**config.mk**
```make
export PLATFORM = sky130hd
export DESIGN_NAME = tag_out_reg
export DESIGN_NICKNAME = d
export VERILOG_FILES = /design/src/rtl/tag_out_reg.sv
export SDC_FILE = /design/constraint.sdc
export NUM_CORES = 1
export LEC_CHECK = 0
export BUFFER_PORTS_ARGS = -buffer_cell sky130_fd_sc_hd__buf_2
export CORE_UTILIZATION = 43
export DETAILED_ROUTE_END_ITERATION = 6
export GPL_TIMING_DRIVEN = 0
export PLACE_DENSITY = 0.71
export SYNTH_ARGS = -nofsm -noshare
export SYNTH_HDL_FRONTEND = slang
export SYNTH_SLANG_ARGS = --single-unit
```
**constraint.sdc**
```tcl
create_clock -name i_clk -period 1.75 [get_ports i_clk]
set_clock_uncertainty 0.2 [all_clocks]
set_input_delay 0 -clock i_clk [delete_from_list [all_inputs] [get_ports i_clk]]
set_output_delay 0 -clock i_clk [all_outputs]
set_load 0.02 [all_outputs]
```
**src/rtl/tag_out_reg.sv**
```systemverilog
// Read-side register stage for the tag sorter: launches a min-tag search, holds the result
// under valid/ready, then pulses a delete. Optional search timeout via TAG_OUT_TIMEOUT_EN.
module tag_out_reg #(
    parameter int unsigned TAG_W   = 12,
    parameter int unsigned CNT_W   = 16,
    parameter int unsigned TIMEOUT = 32
) (
    input  logic             i_clk,
    input  logic             i_rst,
    input  logic             i_deq_en,
    input  logic             i_tree_empty,
    output logic             o_search_start,
    input  logic             i_search_done,
    input  logic [TAG_W-1:0] i_search_tag,
    output logic             o_tag_delete,
    output logic [TAG_W-1:0] o_tag_out,
    output logic             o_tag_valid,
    input  logic             i_tag_ready,
    output logic             o_underflow,
    output logic [CNT_W-1:0] o_deq_count,
    output logic             o_err
);

    typedef enum logic [1:0] {StIdle, StWait, StHold} state_e;

    state_e           r_state;
    logic             r_search_start;
    logic             r_tag_delete;
    logic             r_underflow;
    logic             r_tag_valid;
    logic [TAG_W-1:0] r_tag_out;
    logic [CNT_W-1:0] r_deq_count;
    logic             w_done_ok;

    // A done pulse coinciding with our own start pulse is stale and must not be captured.
    assign w_done_ok = (r_state == StWait) && i_search_done && !r_search_start;

`ifdef TAG_OUT_TIMEOUT_EN
    localparam int unsigned TmoW = $clog2(TIMEOUT) + 1;

    logic [TmoW-1:0] r_tmo_cnt;
    logic            r_err;
    logic            w_tmo;

    assign w_tmo = (r_tmo_cnt == TmoW'(TIMEOUT - 1));
    assign o_err = r_err;
`else
    logic w_unused_timeout;

    assign w_unused_timeout = |TIMEOUT;
    assign o_err            = 1'b0;
`endif

    always_ff @(posedge i_clk) begin
        if (i_rst) begin
            r_state        <= StIdle;
            r_search_start <= 1'b0;
            r_tag_delete   <= 1'b0;
            r_underflow    <= 1'b0;
            r_tag_valid    <= 1'b0;
            r_tag_out      <= '0;
            r_deq_count    <= '0;
`ifdef TAG_OUT_TIMEOUT_EN
            r_tmo_cnt      <= '0;
            r_err          <= 1'b0;
`endif
        end else begin
            r_search_start <= 1'b0;
            r_tag_delete   <= 1'b0;
            r_underflow    <= 1'b0;
            unique case (r_state)
                StIdle: begin
                    if (i_deq_en) begin
                        if (!i_tree_empty) begin
                            r_search_start <= 1'b1;
                            r_state        <= StWait;
`ifdef TAG_OUT_TIMEOUT_EN
                            r_tmo_cnt      <= '0;
`endif
                        end else begin
                            r_underflow <= 1'b1;
                        end
                    end
                end
                StWait: begin
`ifdef TAG_OUT_TIMEOUT_EN
                    r_tmo_cnt <= r_tmo_cnt + TmoW'(1);
`endif
                    if (w_done_ok) begin
                        r_tag_out   <= i_search_tag;
                        r_tag_valid <= 1'b1;
                        r_state     <= StHold;
                    end
`ifdef TAG_OUT_TIMEOUT_EN
                    else if (w_tmo) begin
                        r_state <= StIdle;
                        r_err   <= 1'b1;
                    end
`endif
                end
                StHold: begin
                    // Always back to IDLE so the tree sees the delete before the next search.
                    if (i_tag_ready) begin
                        r_tag_valid  <= 1'b0;
                        r_tag_delete <= 1'b1;
                        r_deq_count  <= r_deq_count + CNT_W'(1);
                        r_state      <= StIdle;
                    end
                end
                default: r_state <= StIdle;
            endcase
        end
    end

    assign o_search_start = r_search_start;
    assign o_tag_delete   = r_tag_delete;
    assign o_underflow    = r_underflow;
    assign o_tag_valid    = r_tag_valid;
    assign o_tag_out      = r_tag_out;
    assign o_deq_count    = r_deq_count;

endmodule

```
After elaboration in Yosys (flattened, before gate mapping)
Index checks and enable logic that the tools add are counted.
Widths: inputs -> output; s select.

word-level totals
  register bits after elaboration = 34
  word-level logic and storage cells = 39
  output and inout port bits = 33
  bits of input ports = 18

operators by class
  bitwise operators = 3
  multiplexer cells = 11
  add/subtract/negate cells = 1
  reduce and logical (&&, ||, !) cells = 11
  equal/unequal tests = 6

operator list
  operator               number
  $add 16x1->16 const B  1
  $mux 2                 4
  $ne 2x2->1 const B     4
  $pmux 2 s3             1
  $mux 1                 5
  $reduce_and 2->1       2
  $reduce_and 4->1       1
  $not 1->1              3
  $reduce_and 3->1       1
  $reduce_or 3->1        1
  $eq 2x1->1 const B     1
  $eq 2x2->1 const B     1
  $logic_and 1x1->1      2
  $logic_not 2->1        1
  $pmux 1 s2             1
  $reduce_bool 2->1      1
  $reduce_or 2->1        1
  $logic_not 1->1        1

Longest topological paths before layout
Gate-level depths: netlist (run 1).

  depth after elaboration = 5
  gate-level depth with buffers = 6

Worst setup path after synthesis (run 1)
OpenSTA, ideal clock, no wires.

  path kind = flip-flop to flip-flop
  start point = reg r_deq_count[2] (netlist: o_deq_count[2])
  end point = reg r_deq_count[13] (netlist: o_deq_count[13])
  data arrival time = 1.523 ns
  clock period less this slack = 1.794 ns
  stages on the path, launching flop included = 5
  required time = 1.480 ns
  buffers on the path = 0
  slack = -0.044 ns
  library setup time = 0.070 ns
  cells stage by stage = dfxtp_1 > nand3_1 > or3_1 > or3_1 > a21oi_1

on the way
  word-level cells in the longest chain between the ends = 1

RTL lines
  element                   line  source
  start: declaration        32    logic [CNT_W-1:0] r_deq_count;
  start signal: assignment  106   r_deq_count <= r_deq_count + CNT_W'(1);
  $add 16x1->16             106

Every way passes these cells.
A chain may end at the register's enable or synchronous reset.

Worst setup path after layout (run 1)
  start point = reg r_state[0]
  end point = reg r_deq_count[13] (netlist: o_deq_count[13])

on the way
  word-level cells in the longest chain between the ends = 2

RTL lines
  element                            line  source
  start: declaration                 26    state_e r_state;
  start signal: assignment           56    r_state <= StIdle;
  start signal: assignment           76    r_state <= StWait;
  start signal: assignment           92    r_state <= StHold;
  $eq 2x2->1                         71    unique case (r_state)
  $reduce_and 2->1 (no source line)  n/a

Every way passes these cells.

==> results.toml, run 1 <==
[status]
status = "completed"

[detailed_routing]
post_drt_wl_per_cell_um = 12.3
drt_pass1_iterations = 5
drt_wl_total_um = 3520
drcViolationCount = 0
antenna_left = 0
vias = 1416
detail_route.iter0.violations = 32
detail_route.vias_per_cell = 4.93

[power_and_ir_drop]
power.leakage_nw = 0.873
totalPowerFinal_mw = 1.39
peakVddDrop_mv = 0.406
p_per_area_mw_per_mm2 = 689

[synth]
synth_async_sr_flop_share_pct = 0
ys_top_cells_by_area = "dfxtp_1, nand2_1, a21oi_1"
ys_ff_latch = 34
synth.avg_cell_area_um2 = 8.56
synth_nets = 185
syn_area_mm2 = 0.00142
syn-instance-count = 166
yosys.area.top_type = "dfxtp_1"
ys_warn_count = 0
synthFlopType = "dfxtp_1"
synth-seq-area-share_pct = 47.9
synth_top_area_share_pct = 47.9
synth_edf_count = 0
yosysUniqueCellTypes = 33

[cts]
cts-root-buf = "clkbuf_4"
cts_inserted_buffers = 5
cts_tree = "yes"
clk_latency_ns = 0.34
cts-htree-levels = 2
path_clk_slew_ns = 0.10
clk_path_buf_depth = 2
clock-sinks = 34

[worst_setup_path]
cp-start-kind = "register"
worstPathRequired_ns = 1.82
slowest_delay_ns = 0.38
crit_type = "register to register"
crit_path_frequent_cell = "or3_1"
critPathMaxFanout = 10
crit_chain = "buf_6 > nand3b_4 > or3_1 > or3_1 > a21oi_1"
crit_slowest_cell = "or3_1"
arrival_ns = 1.75
end_kind = "register"

[global_route]
grt_use_total_pct = 22.1
grt_start_max_net_pins = 11
antenna_found_initial = 0
grt_pass1_vias = 1395
overflow = 0
grt_pass1_wl_um = 5730

[placement]
port_buffers = 48
dp_slack_ns = -0.0185
dpl_cell_area_mm2 = 0.00172
place.gp.congestion = 0.813
dp_hpwl_um = 2240

[final_layout]
layout_common_cells = "buf_2, nand2_1, dfxtp_1"
layout_commonest_cell = "buf_2"
finalNetCount = 261
diodes = 0
area_delta_synth_final_pct = 42.4
drive_gt1_share_pct = 31.7
final_cell_area_mm2 = 0.00202

[floorplan]
die_area_mm2 = 0.00354
die_w_um = 59.5
core_mm2 = 0.00310
start_util_pct = 45.8
num_rows = 20
ios = 51
die-height_um = 59.5

[timing]
fin_crit_sh_pct = 96.1
hold_viol_final = 0
setup_viol = 0
slew_violations = 0
finalCriticalPeriod_ns = 1.68
grt_setup_unrepaired = "yes"
fin_ws_ns = 0.0674
max_freq_ghz = 0.594
tns_ns = 0

[hold_path]
hp-class = "primary input to register"

[run]
maxCapViolCount = 0
==> registers in the layout, summed over array words and instances (netlist names) <==
register	cells
o_search_start	1
o_tag_out	12
o_tag_valid	1
o_tag_delete	1
o_deq_count	16
r_state	2
o_underflow	1
==> synth_stat cells, types with 3 or more instances <==
| master | number |
|---|---|
| nand4_1 | 5 |
| dfxtp_1 | 34 |
| clkbuf_1 | 7 |
| xor2_1 | 3 |
| o21ai_0 | 3 |
| nand3_1 | 7 |
| nor4_1 | 4 |
| or3_1 | 3 |
| a21oi_1 | 19 |
| nand2_1 | 29 |
| nor2_1 | 18 |
| nand4b_1 | 3 |
| xnor2_1 | 8 |
==> path summary, 6_finish.rpt <==
path / start / endpoint / slack [ns] / cells past startpoint
max reg2reg: r_state[0] / o_deq_count[13] / 0.07 / 5
min: i_search_tag[1] / o_tag_out[1] / 0.24 / 4
min reg2reg: o_tag_out[7] / o_tag_out[7] / 0.26 / 2
max: r_state[0] / o_deq_count[13] / 0.07 / 5
==> critical path, delay by kind of cell (launching register included) <==
| kind | cells | cell delay [ns] |
|---|---|---|
| DFF | 1 | 0.32 |
| AOI/OAI and AO/OA | 1 | 0.12 |
| buffers and inverters | 1 | 0.13 |
| and+or+nand+nor | 3 | 0.86 |
==> cell type report <==
| class | count | area (µm²) |
|---|---|---|
| plain buffers | 9 | 50.0 |
| clock buffers | 7 | 55.1 |
| repair buffers | 70 | 453 |
| well taps | 44 | 55.1 |
| flip-flops and latches | 34 | 688 |
| fillers | 286 | 1080 |
| multi-input cells | 121 | 714 |
| inverters | 1 | 3.75 |
| clock inverters | 1 | 5.00 |
==> where the power goes <==
part	total [mW]	internal, mW	switching (mW)
Sequential	0.796	0.788	0.00736
Combinational	0.151	0.0759	0.0752
Clock	0.448	0.194	0.254
Total	1.39	1.06	0.336
==> what timing repair did <==
action / CTS / global route
cloned: 0 / 0
hold buffers: 19 / 0
setup buffers: 3 / 0
pin swaps: 0 / 1
endpoints found under the setup margin: 1 / 16
endpoints found under the hold margin: 22 / 0
resized for setup: 2 / 13
==> cell families (layout without fill, tap and decap cells) <==
kind of cell,Yosys count,in the layout,synth area share [%]
AOI/OAI and AO/OA,24,24,8.89
adders and majority gates,1,1,0.880
buffers and inverters,11,88,3.79
xor gates and xnor gates,11,11,6.78
other,1,1,0.264
and+or+nand+nor,84,84,31.5
DFF,34,34,47.9
==> per-layer routing <==
metal / global-route usage, % / part of all wire, % / up-vias
li1: - / - / 719
met5: 0 / 0 / -
met4: 11.3 / 1.8 / 0
met3: 6.55 / 4.8 / 8
met1: 23.6 / 44 / 648
met2: 39.3 / 50 / 41
==> stage by stage <==
stage               hold WS [ns]  cells  util (%)
finish                     0.242    287      65.2
global route               0.232    287      65.2
CTS                        0.221    288      64.4
detailed placement     -0.000465    258      55.4
global placement         0.00108    258      55.4
floorplan                 -0.122    166         -
No activity file was read; power rests on OpenSTA's default activity.
==> run 2: changes to the inputs <==
==> constraint.sdc (replaced) <==
create_clock -name i_clk -period 1.53 [get_ports i_clk]
set_clock_uncertainty 0.2 [all_clocks]
set_input_delay 0 -clock i_clk [delete_from_list [all_inputs] [get_ports i_clk]]
set_output_delay 0 -clock i_clk [all_outputs]
set_load 0.02 [all_outputs]
==> results.toml, run 2 (synthesis gave the netlist of run 1 again) <==
[detailed_routing]
drt_wl_total_um = 3680
drt_pass1_iterations = 4
antenna_left = 0
detail_route.iter0.violations = 49
post_drt_wl_per_cell_um = 12.5
drcViolationCount = 0
detail_route.vias_per_cell = 5.04
vias = 1486

[timing]
finalCriticalPeriod_ns = 1.61
max_freq_ghz = 0.619
setup_viol = 4
fin_crit_sh_pct = 106
tns_ns = -0.118
grt_setup_unrepaired = "yes"
slew_violations = 0
fin_ws_ns = -0.0848
hold_viol_final = 0

[worst_setup_path]
arrival_ns = 1.69
cp_top_family = "simple AND/OR/NAND/NOR gates"
cp-start-kind = "register"
slowest_delay_ns = 0.39
critPathMaxFanout = 7
cp-startpoint = "o_deq_count[3]"
r2r_start = "o_deq_count[3]"
worstPathRequired_ns = 1.60
crit_buf_inv = 0
crit_type = "register to register"
end_kind = "register"
crit_slowest_cell = "dfxtp_4"
crit_chain = "nand3_4 > or3_4 > or3_1 > a21oi_2"

[status]
status = "finished with violations"
violations = "negative setup slack"

[hold_path]
hp-class = "primary input to register"
min_from = "i_tree_empty"

[cts]
cts_inserted_buffers = 5
cts-root-buf = "clkbuf_4"
clk_latency_ns = 0.34
cts_tree = "yes"
path_clk_slew_ns = 0.10
cts-htree-levels = 2
clk_path_buf_depth = 2
clock-sinks = 34

[global_route]
grt_pass1_vias = 1371
met3_usage_pct = 8.08
grt_start_max_net_pins = 14
grt_use_met1_pct = 25.1
grt_use_total_pct = 22.7
grtUsageMet2_pct = 37.9
grt_pass1_wl_um = 5910
overflow = 0
grt-busiest-layer = "met2"
antenna_found_initial = 0

[final_layout]
seq_area_um2 = 714
layout_commonest_cell = "buf_2"
multi_input_area_um2 = 777
diodes = 0
layout_common_cells = "buf_2, nand2_1, dfxtp_1"
utilization_pct = 70.6
n_fill_cell = 268
area_delta_synth_final_pct = 54.0
drive_gt1_share_pct = 41.0
finalNetCount = 269
largest_reg_flops = 16

[floorplan]
ios = 51
core_mm2 = 0.00310
num_rows = 20
die_area_mm2 = 0.00354
die_w_um = 59.5
die-height_um = 59.5
start_util_pct = 45.8

[power_and_ir_drop]
peakVddDrop_mv = 0.635
p_per_area_mw_per_mm2 = 771
power.leakage_nw = 0.935

[placement]
place.gp.congestion = 0.839
port_buffers = 48
dp_hpwl_um = 2170
dp_slack_ns = -0.167

[run]
maxCapViolCount = 0
run 2: cell types whose count changed in the layout (fill, tap and decap cells not counted), sizes merged:
cell         change
buf             +12
clkbuf           -1
clkinv           -1
dlygate4sd3      -2
run 2: path summary, 6_finish.rpt:
kind	end	slack (ns)	cells after the start
setup / recovery	o_deq_count[13]	-0.08	4
hold / removal	o_search_start	0.24	3
setup reg to reg	o_deq_count[13]	-0.08	4
hold reg to reg	o_tag_out[4]	0.26	2
run 2: power breakdown:
group	total [mW]	internal (mW)	switching (mW)
Combinational	0.171	0.0868	0.0846
Clock	0.614	0.314	0.300
Sequential	0.904	0.892	0.0121
run 2: layout make-up:
| type | instances | area share [%] |
|---|---|---|
| clock buffer | 8 | 3.60 |
| inverter | 1 | 0.171 |
| sequential | 34 | 32.6 |
| timing repair buffer | 81 | 24.2 |
| tap | 44 | 2.51 |
| buffer | 6 | 1.37 |
| multi-input combinational | 121 | 35.5 |
run 2: metrics by stage:
| step | std cells | cell area [µm²] | hold slack (ns) | power (mW) |
|---|---|---|---|---|
| 3_3_place_gp | 258 | 1750 | 0.000830 | 1.05 |
| 6_report | 295 | 2190 | 0.236 | 1.69 |
| 4_1_cts | 291 | 2120 | 0.192 | 1.69 |
| 5_1_grt | 295 | 2190 | 0.221 | 1.76 |
| 3_5_place_dp | 258 | 1750 | 0.0114 | 1.06 |
| 2_1_floorplan | 166 | 1460 | -0.122 | 1.00 |
run 2: worst reg2reg max path, stage by stage, from the launching register on:
cell and delay [ns]:
dfxtp_4 0.39, nand3_4 0.12, or3_4 0.40, or3_1 0.33, a21oi_2 0.12
run 2: routing by layer:
layer	wire (µm)	up-vias
met5	0	-
met4	104	0
met3	183	12
met2	1720	44
met1	1670	687
li1	-	743
run 2: timing repair:
item | CTS | global route
resized for setup | 16 | 11
setup buffers | 10 | 6
setup endpoints to repair | 20 | 24
pin swaps | 2 | 1
hold buffers | 17 | 0
hold endpoints to repair | 20 | 0
==> run 3: changes to the inputs <==
--- a/config.mk
+++ b/config.mk
@@ -10,6 +10,7 @@
 export DETAILED_ROUTE_END_ITERATION = 6
 export GPL_TIMING_DRIVEN = 0
 export PLACE_DENSITY = 0.71
+export SKIP_LAST_GASP = 1
 export SYNTH_ARGS = -nofsm -noshare
 export SYNTH_HDL_FRONTEND = slang
 export SYNTH_SLANG_ARGS = --single-unit
==> results.toml, run 3 (synthesis gave the netlist of run 1 again) <==
[status]
status = "finished with violations"
violations = "negative setup slack"

[worst_setup_path]
arrival_ns = 1.70
end_kind = "register"
worstPathRequired_ns = 1.60
cp_top_family = "simple AND/OR/NAND/NOR gates"
slowest_delay_ns = 0.42
critPathMaxFanout = 5
cp-start-kind = "register"
crit_buf_inv = 0
crit_type = "register to register"
crit_chain = "nand3_2 > or3_4 > or3_1 > a21oi_1"
crit_slowest_cell = "or3_4"

[final_layout]
largest_reg_flops = 16
drive_gt1_share_pct = 41.7
final_cell_area_mm2 = 0.00222
instances_no_fill = 298
layout_commonest_cell = "buf_2"
area_delta_synth_final_pct = 55.9
diodes = 0
layout_common_cells = "buf_2, nand2_1, dfxtp_1"
finalNetCount = 272

[floorplan]
die_w_um = 59.5
start_util_pct = 45.8
ios = 51
num_rows = 20
die-height_um = 59.5
core_mm2 = 0.00310
die_area_mm2 = 0.00354

[placement]
place.gp.congestion = 0.839
port_buffers = 48
dp_hpwl_um = 2170
dpl_cell_area_mm2 = 0.00175
dp_cells = 258

[cts]
cts-root-buf = "clkbuf_4"
clk_path_buf_depth = 2
clock-sinks = 34
cts_inserted_buffers = 5
cts-htree-levels = 2
clk_latency_ns = 0.33
path_clk_slew_ns = 0.10
cts_tree = "yes"

[global_route]
grt_pass1_vias = 1339
grt_use_met1_pct = 25.5
grt_start_max_net_pins = 14
met3_usage_pct = 7.64
grt_pass1_wl_um = 5840
grtUsageMet2_pct = 38.0
grt_use_total_pct = 22.6
grt-busiest-layer = "met2"
antenna_found_initial = 0
overflow = 0

[detailed_routing]
detail_route.vias_per_cell = 5.10
antenna_left = 0
drt_wl_total_um = 3990
drt_pass1_iterations = 4
vias = 1520
post_drt_wl_per_cell_um = 13.4
drcViolationCount = 0
detail_route.iter0.violations = 93

[power_and_ir_drop]
peakVddDrop_mv = 0.634
p_per_area_mw_per_mm2 = 762
power.leakage_nw = 0.964

[timing]
slew_violations = 0
tns_ns = -0.315
hold_ws_ns = 0.239
finalCriticalPeriod_ns = 1.63
grt_setup_unrepaired = "yes"
hold_viol_final = 0
fin_ws_ns = -0.0999
max_freq_ghz = 0.614
fin_crit_sh_pct = 107
setup_viol = 5

[hold_path]
hp-class = "primary input to register"

[run]
maxCapViolCount = 0
-- run 3: power breakdown --
| group | leakage [nW] | switching, mW | internal, mW |
|---|---|---|---|
| Sequential | 0.283 | 0.0107 | 0.892 |
| Combinational | 0.636 | 0.0874 | 0.0890 |
| Clock | 0.0446 | 0.296 | 0.314 |
| Total | 0.964 | 0.394 | 1.29 |
-- run 3: layout make-up --
cell class | instances | area, µm²
inverter | 1 | 3.75
timing repair buffer | 83 | 549
sequential | 34 | 714
multi-input combinational | 121 | 771
tap | 44 | 55.1
fill | 254 | 887
clock buffer | 8 | 78.8
buffer | 7 | 43.8
-- run 3: what timing repair did --
action                     CTS  global route
pin swaps                    2             6
buffers inserted            10             8
setup endpoints to repair   20            24
hold buffers                17             0
resized for setup           11            16
hold endpoints to repair    20             0
-- run 3: worst register-to-register path: stages (launching register included) --
cell and delay [ns]:
dfxtp_4 0.40, nand3_2 0.12, or3_4 0.42, or3_1 0.32
a21oi_1 0.12
-- run 3: metrics by stage --
stage | setup WS [ns] | utilization [%] | power (mW)
6_report | -0.0999 | 71.4 | 1.69
5_1_grt | -0.154 | 71.4 | 1.76
4_1_cts | -0.116 | 67.5 | 1.69
3_5_place_dp | -0.167 | 56.5 | 1.06
3_3_place_gp | -0.168 | 56.5 | 1.05
2_1_floorplan | -0.0502 | - | 1.00
-- run 3: worst paths after layout --
kind | startpoint | end | slack (ns) | cells after the start
worst max-delay path | o_deq_count[0] | o_deq_count[13] | -0.1 | 4
worst min-delay path | i_tree_empty | o_search_start | 0.24 | 3
worst max register to register | o_deq_count[0] | o_deq_count[13] | -0.1 | 4
worst min register to register | o_tag_out[4] | o_tag_out[4] | 0.26 | 2
-- run 3: metal layers --
layer / share of wire [%] / wire (µm) / vias to the layer above
met1: 44 / 1740 / 708
met4: 2.6 / 104 / 0
met3: 5.0 / 199 / 12
li1: - / - / 749
met2: 49 / 1950 / 51
met5: 0 / 0 / -
